<file path="src/rtl/i2c_seq_pkg.sv">
// Shared types and constants for the I2C register sequencer: FSM states,
// response error codes, per-step byte command encoding.
package i2c_seq_pkg;

    typedef enum logic [2:0] {
        IDLE,
        ISSUE,
        WAIT,
        STOP_ISSUE,
        STOP_WAIT,
        RESP
    } state_t;

    typedef enum logic [1:0] {
        ERR_OK      = 2'd0,
        ERR_NACK    = 2'd1,
        ERR_ARB     = 2'd2,
        ERR_TIMEOUT = 2'd3
    } err_t;

    localparam logic [1:0] STEP_ADDR  = 2'd0;
    localparam logic [1:0] STEP_REG   = 2'd1;
    // Write: data byte + STOP. Read: repeated START + address/R.
    localparam logic [1:0] STEP_XFER  = 2'd2;
    localparam logic [1:0] STEP_READ  = 2'd3;
    localparam logic [1:0] WRITE_LAST = 2'd2;
    localparam logic [1:0] READ_LAST  = 2'd3;

    typedef struct packed {
        logic       wr;
        logic       rd;
        logic       start;
        logic       stop;
        logic       nack;
        logic [7:0] data;
    } cmd_t;

    localparam cmd_t CMD_NONE = '0;

    function automatic logic [1:0] last_step(input logic rnw);
        return rnw ? READ_LAST : WRITE_LAST;
    endfunction

endpackage

</file>
<file path="src/rtl/i2c_seq_timeout.sv">
// Saturating cycle counter that flags when a byte command has waited
// TIMEOUT_CYCLES cycles; TIMEOUT_CYCLES = 0 never expires.
module i2c_seq_timeout #(
    parameter logic [15:0] TIMEOUT_CYCLES = 16'd50000
) (
    input  logic i_clk,
    input  logic i_rst,
    input  logic i_clear,
    input  logic i_enable,
    output logic o_expire
);

    logic [15:0] count_q;

    always_ff @(posedge i_clk) begin
        if (i_rst || i_clear) begin
            count_q <= '0;
        end else if (i_enable && count_q != 16'hFFFF) begin
            count_q <= count_q + 16'd1;
        end
    end

    assign o_expire = i_enable && (TIMEOUT_CYCLES != 16'd0)
                   && (count_q == TIMEOUT_CYCLES - 16'd1);

endmodule

</file>
<file path="src/rtl/i2c_reg_sequencer.sv">
// Turns one register read/write request into the sequence of byte commands
// for the single-byte I2C master and reports completion, read data and errors.
module i2c_reg_sequencer
    import i2c_seq_pkg::*;
#(
    parameter logic [15:0] TIMEOUT_CYCLES = 16'd50000
) (
    input  logic       i_clk,
    input  logic       i_rst,
    input  logic       i_req_valid,
    output logic       o_req_ready,
    input  logic       i_req_rnw,
    input  logic [6:0] i_req_slave_addr,
    input  logic [7:0] i_req_reg_addr,
    input  logic [7:0] i_req_wdata,
    output logic       o_rsp_valid,
    output logic [7:0] o_rsp_rdata,
    output logic [1:0] o_rsp_err,
    output logic       o_cmd_wr,
    output logic       o_cmd_rd,
    output logic       o_cmd_start,
    output logic       o_cmd_stop,
    output logic       o_cmd_nack,
    output logic [7:0] o_cmd_byte,
    input  logic       i_cmd_done,
    input  logic       i_cmd_slave_nack,
    input  logic       i_cmd_arb_lost,
    input  logic [7:0] i_cmd_rd_byte,
    output logic       o_bus_abort
);

    state_t     state_q, state_n;
    logic [1:0] step_q, step_n;
    err_t       err_q, err_n;
    logic       rnw_q;
    logic [6:0] slave_q;
    logic [7:0] reg_q, wdata_q;
    cmd_t       step_cmd, cmd_n, cmd_q;
    logic       accept, rsp_load, rsp_valid_n, abort_n;
    logic [7:0] rsp_rdata_n;
    logic       timer_clear, timer_en, timer_expire;
    logic       is_write_byte;

    assign is_write_byte = !(rnw_q && step_q == STEP_READ);

    // NOTE: every signal written in always_comb gets a default first, so no path can infer a latch.
    always_comb begin
        step_cmd = CMD_NONE;
        case (step_q)
            STEP_ADDR: begin
                step_cmd.wr    = 1'b1;
                step_cmd.start = 1'b1;
                step_cmd.data  = {slave_q, 1'b0};
            end
            STEP_REG: begin
                step_cmd.wr   = 1'b1;
                step_cmd.data = reg_q;
            end
            STEP_XFER: begin
                step_cmd.wr = 1'b1;
                if (rnw_q) begin
                    step_cmd.start = 1'b1;
                    step_cmd.data  = {slave_q, 1'b1};
                end else begin
                    step_cmd.stop = 1'b1;
                    step_cmd.data = wdata_q;
                end
            end
            default: begin
                step_cmd.rd   = 1'b1;
                step_cmd.nack = 1'b1;
                step_cmd.stop = 1'b1;
            end
        endcase
    end

    always_comb begin
        state_n     = state_q;
        step_n      = step_q;
        err_n       = err_q;
        cmd_n       = CMD_NONE;
        accept      = 1'b0;
        rsp_load    = 1'b0;
        rsp_valid_n = 1'b0;
        rsp_rdata_n = 8'h00;
        abort_n     = 1'b0;
        timer_clear = 1'b0;
        timer_en    = 1'b0;
        case (state_q)
            IDLE: begin
                if (i_req_valid) begin
                    accept  = 1'b1;
                    step_n  = STEP_ADDR;
                    err_n   = ERR_OK;
                    state_n = ISSUE;
                end
            end
            ISSUE: begin
                cmd_n       = step_cmd;
                timer_clear = 1'b1;
                state_n     = WAIT;
            end
            WAIT: begin
                timer_en = 1'b1;
                if (i_cmd_arb_lost) begin
                    // Bus is no longer ours, so no STOP is attempted.
                    err_n    = ERR_ARB;
                    rsp_load = 1'b1;
                    state_n  = RESP;
                end else if (i_cmd_done && i_cmd_slave_nack && is_write_byte) begin
                    err_n   = ERR_NACK;
                    state_n = STOP_ISSUE;
                end else if (i_cmd_done) begin
                    if (step_q == last_step(rnw_q)) begin
                        rsp_load    = 1'b1;
                        rsp_rdata_n = rnw_q ? i_cmd_rd_byte : 8'h00;
                        state_n     = RESP;
                    end else begin
                        step_n  = step_q + 2'd1;
                        state_n = ISSUE;
                    end
                end else if (timer_expire) begin
                    err_n    = ERR_TIMEOUT;
                    abort_n  = 1'b1;
                    rsp_load = 1'b1;
                    state_n  = RESP;
                end
            end
            STOP_ISSUE: begin
                cmd_n.stop  = 1'b1;
                timer_clear = 1'b1;
                state_n     = STOP_WAIT;
            end
            STOP_WAIT: begin
                timer_en = 1'b1;
                if (i_cmd_done) begin
                    rsp_load = 1'b1;
                    state_n  = RESP;
                end else if (timer_expire) begin
                    abort_n  = 1'b1;
                    rsp_load = 1'b1;
                    state_n  = RESP;
                end
            end
            RESP: begin
                rsp_valid_n = 1'b1;
                state_n     = IDLE;
            end
            default: state_n = IDLE;
        endcase
    end

    i2c_seq_timeout #(
        .TIMEOUT_CYCLES(TIMEOUT_CYCLES)
    ) u_timeout (
        .i_clk   (i_clk),
        .i_rst   (i_rst),
        .i_clear (timer_clear),
        .i_enable(timer_en),
        .o_expire(timer_expire)
    );

    // NOTE: non-blocking assignments make every register sample pre-edge values, independent of statement order.
    always_ff @(posedge i_clk) begin
        if (i_rst) begin
            state_q     <= IDLE;
            step_q      <= STEP_ADDR;
            err_q       <= ERR_OK;
            cmd_q       <= CMD_NONE;
            o_rsp_valid <= 1'b0;
            o_rsp_rdata <= 8'h00;
            o_rsp_err   <= ERR_OK;
            o_bus_abort <= 1'b0;
            o_req_ready <= 1'b1;
        end else begin
            state_q     <= state_n;
            step_q      <= step_n;
            err_q       <= err_n;
            cmd_q       <= cmd_n;
            o_rsp_valid <= rsp_valid_n;
            o_bus_abort <= abort_n;
            o_req_ready <= (state_n == IDLE);
            // Response fields change only when a new response is formed.
            if (rsp_load) begin
                o_rsp_err   <= err_n;
                o_rsp_rdata <= rsp_rdata_n;
            end
        end
    end

    // NOTE: request fields are pure data captured on accept and never read before it, so they carry no reset.
    always_ff @(posedge i_clk) begin
        if (accept) begin
            rnw_q   <= i_req_rnw;
            slave_q <= i_req_slave_addr;
            reg_q   <= i_req_reg_addr;
            wdata_q <= i_req_wdata;
        end
    end

    assign o_cmd_wr    = cmd_q.wr;
    assign o_cmd_rd    = cmd_q.rd;
    assign o_cmd_start = cmd_q.start;
    assign o_cmd_stop  = cmd_q.stop;
    assign o_cmd_nack  = cmd_q.nack;
    assign o_cmd_byte  = cmd_q.data;

endmodule

</file>
<file path="config.mk">
export PLATFORM = sky130hd
export DESIGN_NAME = i2c_reg_sequencer
export DESIGN_NICKNAME = d
export VERILOG_FILES = /design/src/rtl/i2c_seq_pkg.sv /design/src/rtl/i2c_seq_timeout.sv /design/src/rtl/i2c_reg_sequencer.sv
export SDC_FILE = /design/constraint.sdc
export NUM_CORES = 1
export LEC_CHECK = 0
export BUFFER_PORTS_ARGS = -buffer_cell sky130_fd_sc_hd__buf_2
export CAP_MARGIN = 0
export CORE_MARGIN = 2
export CORE_UTILIZATION = 35
export DETAILED_ROUTE_END_ITERATION = 7
export GPL_TIMING_DRIVEN = 0
export HOLD_SLACK_MARGIN = 0.08
export PLACE_DENSITY = 0.55
export SETUP_SLACK_MARGIN = 0.05
export SLEW_MARGIN = 25
export SYNTH_ARGS = -nofsm -noshare
export SYNTH_HDL_FRONTEND = slang
export SYNTH_HIERARCHICAL = 1
export SYNTH_SLANG_ARGS = --single-unit
</file>
<file path="constraint.sdc">
create_clock -name i_clk -period 3.57 [get_ports i_clk]
set_clock_uncertainty 0.05 [all_clocks]
set_input_delay 0.357 -clock i_clk [delete_from_list [all_inputs] [get_ports i_clk]]
set_output_delay 0.357 -clock i_clk [all_outputs]
set_load 0.02 [all_outputs]
</file>
==> run metrics, run 1 <==
outcome=completed; Post-synth EDFFs=24; vias in the first global route=2181; number of max-cap violations=0; register area=1680 µm²; Core ar.=8260 µm²; routed wire length=6.54 mm; vias per cell=5.14; Worst R2R Setup Slack=0.30 ns; CTS buffer count=9; maximum vdd drop=0.178 mV; ys async rst share=0%; Hold Buf Count CTS=0; CP Class=flip-flop to flip-flop; reg2reg path depth=13; crit path capture type=flip-flop; area of the multi-input gates=1220 µm²; I/O Buffers=62; TritonCTS clock tree=yes; FF-to-FF Start=state_q[2]; DR pass1 iterations=5; PwrDens=439 nW/µm²; Worst Hold Class=input port to flip-flop; Internal=1.20 mW; fin util=44.3%; Post-Syn Instances=270; clock buffer depth=2; Hold Path Depth=1; die footprint=9360 µm²; Slew Limit Fails=0; clock power share=35.3%; Root Driver=clkbuf_8; GPL Wtd Cong=0.778; final hold vios=0; # rows=33; Chip Width=96.7 µm; static leakage=1.47 nW; initial antenna violation count=0; global-route wire length before repair=10.7 mm; layout cells sized above 1=29.1%; clk_lat worst skew=0.34 ns; post-CTS setup buffer count=0; final non-filler cell total=455; final hold slack=0.126 ns; register share of total power=55.7%; Slew headroom=58.2%; Pwr Total=1.61 mW; wire per inst=14.4 µm; cell area after synthesis=3010 µm²; H-tree level count=3; switch share=25.5%; #FFs+latches synth=72; Post-synth top flop=dfxtp_1; Synth Warn #=6; Seq/Total Area, Yosys=55.9%; Residual DRC=0; DP HPWL=4.57 mm; final instance area=3650 µm²; Area Overhead vs Synth=21.4%; worst-margin pin slew=0.622 ns; Final Cycle Share=91.5%; min cycle time layout=3.27 ns; post-route setup slack=0.304 ns; commonest non-fill, non-tap cell in the layout=buf_2; synth top area cells=dfxtp_1 (32%), edfxtp_1 (24%), a21oi_1 (3.2%), ha_1 (2.5%), nor2_1 (2.4%); synth unique cells=61; Routed Antenna Nets=0; die height=96.7 µm; Resized Gates After CTS=0; Worst setup SP type=flip-flop; Worst EP required=3.76 ns; WP data arrival=3.45 ns; Syn Area/Cell=11.1 µm²; vias post-DR=2338; combinational power share=9.0%; Initial DRC Count=137; Hold EP=reg_q[5]; initial core utilization=36.5%; Yosys top cell area share=31.9%; NumNets Final=389; dpl cell area=3480 µm²; reg2reg end=o_rsp_rdata[7]; # fillers=806; Placed Cells=439; post-place setup slack=0.410 ns; Peak Freq=306 MHz; RSZ-0062 raised after global routing=false; GRT Total Usage=14.1%; IO Pins=64; ANT cells=0; post-synth top area cell=dfxtp_1; CTS Sinks=72; syn nets=314; largest net degree at the start of global routing=14; gr ovfl total=0; clk slew on worst S/H paths=0.09 ns; final setup vio count=0; Hold Startpoint=i_req_reg_addr[5]; Sum Neg Setup Slack=0 ns; switching pwr=0.410 mW; Worst Path Max Fanout=10; commonest non-fill, non-tap cells in the layout=buf_2 (65), dfxtp_1 (48), edfxtp_1 (24)
[synth_stat cells, types with 5 or more instances]
library cell and instances:
edfxtp_1 24, nor2_1 19, inv_1 7, a21oi_1 19, nand4_1 5, nor3_1 7
dfxtp_1 48, nor2b_1 5, and3_1 6, a22o_1 8, o21ai_0 8, ha_1 6
nand2_1 14, nand3_1 6, or3_1 8, a222oi_1 7
[per-layer routing]
layer	part of all wire [%]	routed length [µm]	vias to the layer above	global-route usage [%]
met5	0	0	-	0
met2	46	3000	53	21.3
met4	0.99	65	0	4.55
met1	48	3160	1107	19.0
met3	4.8	315	4	4.84
li1	-	-	1174	-
[critical path, cell delays in order, from the launching register on]
cell and delay [ns]:
dfxtp_1 0.33, buf_2 0.25, nand2b_1 0.20, a21oi_1 0.22, clkbuf_1 0.33, and3_1 0.25, and2_1 0.18, and4_1 0.22
nor2b_1 0.33, a31o_1 0.20, a22oi_2 0.10, nor2b_4 0.14, buf_6 0.13, a22o_1 0.22
[cell families after synthesis]
family          synth area share, %
compound gates                 15.9
xor+xnor                      0.291
fa+ha+maj                      2.49
buf+inv                        3.74
flops                          55.9
mux                            2.16
simple gates                   19.5
[flip-flops by register name, summed over array words and instances (netlist names), 2 cells and up]
signal / flops
err_q: 2
o_cmd_byte: 8
o_rsp_err: 2
o_rsp_rdata: 8
reg_q: 8
slave_q: 7
state_q: 3
step_q: 2
u_timeout/count_q: 16
wdata_q: 8
[power by group through the flow]
| stage | Combinational (mW) | Sequential (mW) | Clock [mW] |
|---|---|---|---|
| after floorplan | 0.0791 | 0.921 | 0 |
| after detailed placement | 0.145 | 0.914 | 0 |
| after CTS | 0.145 | 0.895 | 0.583 |
| after global placement | 0.137 | 0.915 | 0 |
| final | 0.144 | 0.895 | 0.567 |
| after global routing | 0.159 | 0.899 | 0.621 |
[final cells by class]
| cell class | count | share of cell area, % |
|---|---|---|
| clock buffers | 9 | 3.39 |
| well taps | 105 | 3.59 |
| clock inverters | 7 | 1.30 |
| repair buffers | 64 | 9.11 |
| plain buffers | 12 | 1.88 |
| inverters | 8 | 1.20 |
| multi-input cells | 178 | 33.5 |
| flip-flops and latches | 72 | 46.0 |
[worst max-delay path by stage]
stage,slack (ns),endpoint,from
floorplan,0.75,step_q[0],state_q[2]
global placement,-0.02,step_q[0],state_q[2]
detailed placement,0.41,o_rsp_rdata[7],state_q[2]
CTS,0.38,o_rsp_rdata[7],state_q[2]
global route,0.11,o_rsp_rdata[7],state_q[2]
finish,0.30,o_rsp_rdata[7],state_q[2]
No activity file was read; power rests on OpenSTA's default activity.
==> inputs of run 2 (changes only) <==
--- a/config.mk
+++ b/config.mk
@@ -13,6 +13,7 @@
 export GPL_TIMING_DRIVEN = 0
 export HOLD_SLACK_MARGIN = 0.08
 export PLACE_DENSITY = 0.55
+export RECOVER_POWER = 100
 export SETUP_SLACK_MARGIN = 0.05
 export SLEW_MARGIN = 25
 export SYNTH_ARGS = -nofsm -noshare
==> run metrics, run 2 (synthesis results as in run 1) <==
Initial DRC Count=132 (was 137); CTS Sinks=72 (unchanged); Peak Freq=309 MHz (was 306 MHz); clk slew on worst S/H paths=0.09 ns (about the same); Core ar.=8260 µm² (unchanged); vias post-DR=2367 (was 2338); Residual DRC=0 (unchanged); Worst Hold Class=input port to flip-flop (unchanged); TritonCTS clock tree=yes (unchanged); Resized Gates After CTS=0 (unchanged); Most flops, register=u_timeout/count_q (unchanged); Sum Neg Setup Slack=0 ns (unchanged); DP HPWL=4.57 mm (unchanged); Area Overhead vs Synth=18.3% (was 21.4%); CTS buffer count=9 (unchanged); # rows=33 (unchanged); final setup vio count=0 (unchanged); Final Cycle Share=90.8% (was 91.5%); vias per cell=5.20 (was 5.14); RSZ-0062 raised after global routing=false (unchanged); global-route wire length before repair=10.7 mm (unchanged); maximum vdd drop=0.177 mV (was 0.178 mV); die height=96.7 µm (unchanged); Routed Antenna Nets=0 (unchanged); final instance area=3560 µm² (was 3650 µm²); DR pass1 iterations=7 (was 5); dpl cell area=3480 µm² (unchanged); Slew headroom=-4.91% (was 58.2%); final hold vios=0 (unchanged); WP data arrival=3.42 ns (was 3.45 ns); Root Driver=clkbuf_8 (unchanged); NumNets Final=389 (unchanged); gr ovfl total=0 (unchanged); commonest non-fill, non-tap cell in the layout=dfxtp_1 (was buf_2); wire per inst=14.4 µm (about the same); Pwr Total=1.59 mW (was 1.61 mW); Worst Path Max Fanout=10 (unchanged); min cycle time layout=3.24 ns (was 3.27 ns); vias in the first global route=2181 (unchanged); clock buffer depth=2 (unchanged); max reg flops=16 (unchanged); Slew Limit Fails=9 (was 0); H-tree level count=3 (unchanged); initial antenna violation count=0 (unchanged); routed wire length=6.53 mm (was 6.54 mm); static leakage=1.32 nW (was 1.47 nW); layout cells sized above 1=20.0% (was 29.1%); die footprint=9360 µm² (unchanged); GPL Wtd Cong=0.778 (unchanged); Chip Width=96.7 µm (unchanged); IO Pins=64 (unchanged); CP Class=flip-flop to flip-flop (unchanged); initial core utilization=36.5% (unchanged); clk_lat worst skew=0.34 ns (about the same); worst-margin pin slew=1.55 ns (was 0.622 ns); failing checks=max-capacitance violations, max-slew violations; Worst setup SP type=flip-flop (unchanged); I/O Buffers=62 (unchanged); post-CTS setup buffer count=0 (unchanged); largest net degree at the start of global routing=14 (unchanged); Worst EP required=3.75 ns (was 3.76 ns); PwrDens=446 nW/µm² (was 439 nW/µm²); number of max-cap violations=1 (was 0); Hold Buf Count CTS=0 (unchanged); ANT cells=0 (unchanged); crit path capture type=flip-flop (unchanged); outcome=finished, violations left (was completed); GRT Total Usage=14.1% (unchanged); commonest non-fill, non-tap cells in the layout=dfxtp_1 (48), buf_2 (39), clkbuf_1 (33) (was buf_2 (65), dfxtp_1 (48), edfxtp_1 (24))
==> run 2: worst paths after layout <==
check / to / slack [ns] / cells after the start / startpoint
worst min register to register: o_rsp_rdata[0] / 0.43 / 1 / o_rsp_rdata[0]
worst max-delay path: o_rsp_rdata[7] / 0.33 / 13 / state_q[2]
worst max register to register: o_rsp_rdata[7] / 0.33 / 13 / state_q[2]
worst min-delay path: reg_q[5] / 0.13 / 1 / i_req_reg_addr[5]
==> run 2: per-stage QoR <==
step	setup WS [ns]	instances	util [%]	hold WS, ns
after floorplan	0.747	270	-	0.393
after global placement	-0.0197	437	41.8	0.408
after detailed placement	0.410	439	42.2	0.410
after CTS	0.380	455	44.3	0.116
after global routing	0.0682	455	43.1	0.112
final	0.329	455	43.1	0.130
==> run 2: final cells by class <==
cell class / count / area, µm²
inverter: 8 / 31.3
fill: 823 / 4700
multi-input combinational: 178 / 1200
clock inverter: 7 / 47.5
clock buffer: 9 / 124
tap: 105 / 131
sequential: 72 / 1680
timing repair buffer: 64 / 285
buffer: 12 / 61.3
==> run 2: layer usage <==
| layer | wire length (µm) | up-vias | global-route usage [%] |
|---|---|---|---|
| met5 | 0 | - | 0 |
| met4 | 53 | 0 | 4.55 |
| met3 | 367 | 5 | 4.84 |
| met2 | 3000 | 58 | 21.3 |
| met1 | 3120 | 1126 | 19.0 |
| li1 | - | 1178 | - |
==> run 2: report_power, final <==
part | internal, mW | switching [mW] | leakage [nW]
sequential | 0.884 | 0.0117 | 0.617
combinational | 0.0480 | 0.0821 | 0.615
clock | 0.252 | 0.312 | 0.0870
total | 1.18 | 0.406 | 1.32
==> run 2: critical path: stages, from the launching register on <==
cell,delay (ns)
dfxtp_1,0.33
buf_2,0.22
nand2b_1,0.18
a21oi_1,0.21
clkbuf_1,0.33
and3_1,0.25
and2_0,0.19
and4_1,0.23
nor2b_1,0.32
a31o_1,0.20
a22oi_2,0.10
nor2b_1,0.16
buf_6,0.14
a22o_1,0.22
